$ cat src/rtl/parq_pkg.sv
// Shared encodings for the parking-gate sensor emulator: FSM states, direction
// codes and the {a,b} sensor pattern emitted in each phase of a car pass.
package parq_pkg;

  localparam logic [2:0] IDLE = 3'd0;
  localparam logic [2:0] PH1  = 3'd1;
  localparam logic [2:0] PH2  = 3'd2;
  localparam logic [2:0] PH3  = 3'd3;
  localparam logic [2:0] GAP  = 3'd4;

  typedef enum logic [2:0] {
    ST_IDLE = IDLE,
    ST_PH1  = PH1,
    ST_PH2  = PH2,
    ST_PH3  = PH3,
    ST_GAP  = GAP
  } state_t;

  localparam logic DIR_IN  = 1'b0;
  localparam logic DIR_OUT = 1'b1;

  // {a,b} per phase; consecutive patterns differ in exactly one line.
  localparam logic [1:0] PAT_IN_PH1  = 2'b10;
  localparam logic [1:0] PAT_IN_PH2  = 2'b11;
  localparam logic [1:0] PAT_IN_PH3  = 2'b10;
  localparam logic [1:0] PAT_OUT_PH1 = 2'b01;
  localparam logic [1:0] PAT_OUT_PH2 = 2'b11;
  localparam logic [1:0] PAT_OUT_PH3 = 2'b10;
  localparam logic [1:0] PAT_IDLE    = 2'b00;

  function automatic logic [1:0] phase_pattern(input state_t st, input logic dir);
    logic [1:0] pat;
    pat = PAT_IDLE;
    case (st)
      ST_PH1:  pat = (dir == DIR_IN) ? PAT_IN_PH1 : PAT_OUT_PH1;
      ST_PH2:  pat = (dir == DIR_IN) ? PAT_IN_PH2 : PAT_OUT_PH2;
      ST_PH3:  pat = (dir == DIR_IN) ? PAT_IN_PH3 : PAT_OUT_PH3;
      default: pat = PAT_IDLE;
    endcase
    return pat;
  endfunction

endpackage

$ cat src/rtl/parq_dwell_timer.sv
// Loadable down-counter used for both the per-phase dwell and the trailing gap;
// zero is high while the count sits at 0, which marks the last cycle of a phase.
module parq_dwell_timer #(
  parameter int W = 16
) (
  input  logic         clk,
  input  logic         reset,
  input  logic         load,
  input  logic [W-1:0] value,
  input  logic         en,
  output logic         zero
);

  logic [W-1:0] cnt;

  // NOTE: sequential state is assigned with <= so every flop samples pre-edge values.
  always_ff @(posedge clk) begin
    if (reset) begin
      cnt <= '0;
    end else if (load) begin
      cnt <= value;
    end else if (en && (cnt != '0)) begin
      cnt <= cnt - 1'b1;
    end
  end

  assign zero = (cnt == '0);

endmodule

$ cat src/rtl/parq_sensor_gen.sv
// Emulates the two parking-gate photo sensors for one car pass per start request.
// Optional build macro PARQ_SENT_COUNT_EN adds a mod-16 count of completed entry passes.
module parq_sensor_gen
  import parq_pkg::*;
#(
  parameter int DWELL_W = 16,
  parameter int GAP_CYC = 4
) (
  input  logic               clk,
  input  logic               reset,
  input  logic               start,
  input  logic               dir,
  input  logic [DWELL_W-1:0] dwell,
  output logic               a,
  output logic               b,
  output logic               busy,
  output logic               done,
  output logic [3:0]         sent_count
);

  localparam logic [DWELL_W-1:0] GAP_LOAD = DWELL_W'(GAP_CYC - 1);

  state_t             state_q, state_n;
  logic               dir_q, dir_n;
  logic [DWELL_W-1:0] dwell_q, dwell_n;
  logic               tmr_load;
  logic [DWELL_W-1:0] tmr_value;
  logic               tmr_zero;

  parq_dwell_timer #(.W(DWELL_W)) u_timer (
    .clk   (clk),
    .reset (reset),
    .load  (tmr_load),
    .value (tmr_value),
    .en    (state_q != ST_IDLE),
    .zero  (tmr_zero)
  );

  // NOTE: every always_comb output gets a default first, so no path can infer a latch.
  always_comb begin
    state_n   = state_q;
    dir_n     = dir_q;
    dwell_n   = dwell_q;
    tmr_load  = 1'b0;
    tmr_value = dwell_q - 1'b1;
    case (state_q)
      ST_IDLE: begin
        if (start) begin
          state_n   = ST_PH1;
          dir_n     = dir;
          dwell_n   = (dwell == '0) ? DWELL_W'(1) : dwell;
          tmr_load  = 1'b1;
          tmr_value = dwell_n - 1'b1;
        end
      end
      ST_PH1: if (tmr_zero) begin state_n = ST_PH2; tmr_load = 1'b1; end
      ST_PH2: if (tmr_zero) begin state_n = ST_PH3; tmr_load = 1'b1; end
      ST_PH3: begin
        if (tmr_zero) begin
          state_n   = ST_GAP;
          tmr_load  = 1'b1;
          tmr_value = GAP_LOAD;
        end
      end
      ST_GAP:  if (tmr_zero) state_n = ST_IDLE;
      default: state_n = ST_IDLE;
    endcase
  end

  // Sensor lines are registered from the next state so they change with the state.
  always_ff @(posedge clk) begin
    if (reset) begin
      state_q <= ST_IDLE;
      dir_q   <= DIR_IN;
      dwell_q <= '0;
      a       <= 1'b0;
      b       <= 1'b0;
    end else begin
      state_q <= state_n;
      dir_q   <= dir_n;
      dwell_q <= dwell_n;
      {a, b}  <= phase_pattern(state_n, dir_n);
    end
  end

  assign busy = (state_q != ST_IDLE);
  assign done = (state_q == ST_GAP) && tmr_zero;

`ifdef PARQ_SENT_COUNT_EN
  logic [3:0] sent_q;

  always_ff @(posedge clk) begin
    if (reset) begin
      sent_q <= 4'd0;
    end else if (done && (dir_q == DIR_IN)) begin
      sent_q <= sent_q + 4'd1;
    end
  end

  assign sent_count = sent_q;
`else
  assign sent_count = 4'd0;
`endif

endmodule

$ cat config.mk
export PLATFORM = sky130hd
export DESIGN_NAME = parq_sensor_gen
export DESIGN_NICKNAME = d
export VERILOG_FILES = /design/src/rtl/parq_pkg.sv /design/src/rtl/parq_dwell_timer.sv /design/src/rtl/parq_sensor_gen.sv
export SDC_FILE = /design/constraint.sdc
export NUM_CORES = 1
export LEC_CHECK = 0
export CORE_ASPECT_RATIO = 1.75
export CORE_MARGIN = 5
export CORE_UTILIZATION = 52
export CTS_CLUSTER_DIAMETER = 80
export DETAILED_ROUTE_END_ITERATION = 10
export PLACE_DENSITY = 0.74
export SYNTH_ARGS = -nofsm -noshare
export SYNTH_HDL_FRONTEND = slang
export SYNTH_SLANG_ARGS = --single-unit
$ cat constraint.sdc
create_clock -name clk -period 6.4 [get_ports clk]
set_input_delay 1.28 -clock clk [delete_from_list [all_inputs] [get_ports clk]]
set_output_delay 1.28 -clock clk [all_outputs]
set_load 0.02 [all_outputs]
==> out/metrics.cfg <==
[synthesis]
netlist_area_um2=2819
ys_seq_area_share_pct=26.99
synth_flop_cell=dfxtp_1
synth_edf_count=0
syn_avg_cell_area_um2=7.619
synth_cells=370
yosysUniqueCellTypes=64
async_flop_share_pct=0
yosys_warnings=0
netlist.area_leader.share_pct=26.99
synthTopCellsByArea=dfxtp_1, a21oi_1, nand2_1, xnor2_1, nor2_1
synth_most_common_cell=nand2_1
ys_ff_latch=38
yosys.area.top_type=dfxtp_1
synth_commonest_cells=nand2_1, a21oi_1, dfxtp_1, nor2_1, clkbuf_1

[place]
numPortBuffers=23
place.gp.congestion=0.9344
dpl.hpwl_mm=5.898
place_area_um2=3024

[clock_tree]
cts_hold_buf=0
root_buffer=clkbuf_8
clock-sinks=38
cts_buffer_depth=2
cts_tree=built
htree_levels=2
postCtsSetupBuffers=0
clk_pin_slew_ns=0.08
numCtsBuffers=5
cts-resized-gates=0
insertion_delay_ns=0.30

[global_routing]
globalRouteOverflowTotal=0
grt_first_pass_wirelength_mm=13.32
grt_max_degree=37
first_global_vias=2759
antenna_found_initial=0
grtUsageTotal_pct=23.86

[worst_hold_path]
worstHoldPathType=flop to flop

[detailed_routing]
wl_met1_mm=3.084
avgRoutedWirePerCell_um=18.60
first_pass_iters=6
drtIter0Drc=195
top_layer=met4
wl_met2_mm=4.230
postRouteAntennaNets=0
avgViaCountPerCell=6.691
totalWireLength_mm=8.054
vias=2897
wl_met3_um=456
drc=0

[sta]
hold_viol_final=0
tightestPinTransition_ns=0.8997
slew_viol_final=0
fin_skew_ns=0.005263
min_period_ns=3.904
fin_crit_sh_pct=61.01
setup_violations=0
rsz0062_at_grt=false
clock.fmax_mhz=256.1
slew_headroom_pct=39.52
final.setup.tns_ns=0

[setup_path]
cp_common_cell=nor4b_1
cp.required_ns=5.12
worst-path-max-fanout=12
crit_type=flop to output pin
arrival_ns=2.62
start_kind=flop
slowest_stage=clkdlybuf4s50_1
crit_path_max_incr_delay_ns=0.66
cp_cell_sequence=inv_1 > ha_1 > nor4b_1 > nand4_1 > nor4b_1 > clkdlybuf4s50_1
critPathCaptureType=output pin

[run]
maxCapViolations=0

[finish]
nNetsFinal=401
diodes=0
syn2layout_area_growth_pct=9.987
final_cell_area_um2=3100
layout-drive-gt1-share_pct=6.878
nFillCells=492

[die]
initial_core_util_pct=53.64
die_y_um=107.4
core_um2=5255
ioPinCount=28
die_w_um=65.66
fp.dieArea_um2=7051
row_count=35

[run_status]
status=finished, final reports clean

[power_and_ir_drop]
power.density_nw_per_um2=214.4
fin_total_pwr_w=0.0006647
irDropWorstVdd_v=0.0001226
p_leak_nw=1.100

## worst paths after layout
kind,cells past startpoint,slack [ns],start,to
worst min-delay path,2,0.47,dwell_q[7],dwell_q[7]
worst max register to register,5,3.64,u_timer.cnt[2],u_timer.cnt[10]
worst max-delay path,6,2.50,u_timer.cnt[0],done
worst min register to register,2,0.47,dwell_q[7],dwell_q[7]
## layout make-up
cell class	instances	area, µm²	share of cell area (%)
multi-input combinational	296	1897	61.18
sequential	38	760.7	24.54
timing repair buffer	27	260.3	8.394
clock buffer	7	76.32	2.462
tap	55	68.82	2.220
inverter	10	37.54	1.211
## stage by stage
| stage | cells | hold WS (ns) | util (%) | setup WS (ns) |
|---|---|---|---|---|
| 6_report | 433 | 0.4723 | 59.00 | 2.496 |
| 2_1_floorplan | 373 | 0.4438 | - | 3.020 |
| 5_1_grt | 433 | 0.5095 | 59.00 | 2.234 |
| 4_1_cts | 433 | 0.4725 | 59.00 | 2.502 |
| 3_5_place_dp | 426 | 0.4618 | 57.55 | 2.308 |
| 3_3_place_gp | 426 | 0.4559 | 57.55 | 2.414 |
## where the power goes
group          leakage, nW  switching, W  internal (W)
clock               0.0383     0.0000879     0.0000752
sequential           0.314     0.0000310      0.000258
combinational        0.747      0.000124     0.0000890
## registers in the layout (all words and copies together), names as in the netlist
register	count
state_q	3
dir_q	1
b	1
a	1
u_timer.cnt	16
dwell_q	16
## critical path, delay by kind of cell, from the launching register on
kind	cells	cell delay (ns)
fa+ha+maj	1	0.42
simple gates	3	0.85
flops	1	0.33
buf+inv	2	0.72
## kinds of logic after synthesis
| family | share of synthesized area [%] |
|---|---|
| compound gates | 24.68 |
| xor+xnor | 6.525 |
| fa+ha+maj | 1.332 |
| buf+inv | 6.347 |
| flops | 26.99 |
| mux | 1.420 |
| other cells | 0.1330 |
| simple gates | 32.58 |
## cells in the final DEF (no fill, tap or decap), types with 9 or more instances in the layout
master,netlist,final
xor2_1,9,9
a21oi_1,41,41
nand2_1,46,46
o21ai_0,9,9
nor3_1,15,15
xnor2_1,12,12
nor4_1,11,11
clkdlybuf4s50_1,0,23
nor2_1,25,25
dfxtp_1,38,38
nand3_1,9,9
inv_1,10,10
## metal layers
metal | vias up | global-route usage, %
met3 | 28 | 3.239
li1 | 1393 | -
met5 | - | 0
met2 | 137 | 44.15
met1 | 1339 | 25.66
met4 | 0 | 11.28
Note: power is estimated with default switching activity, not from simulation.
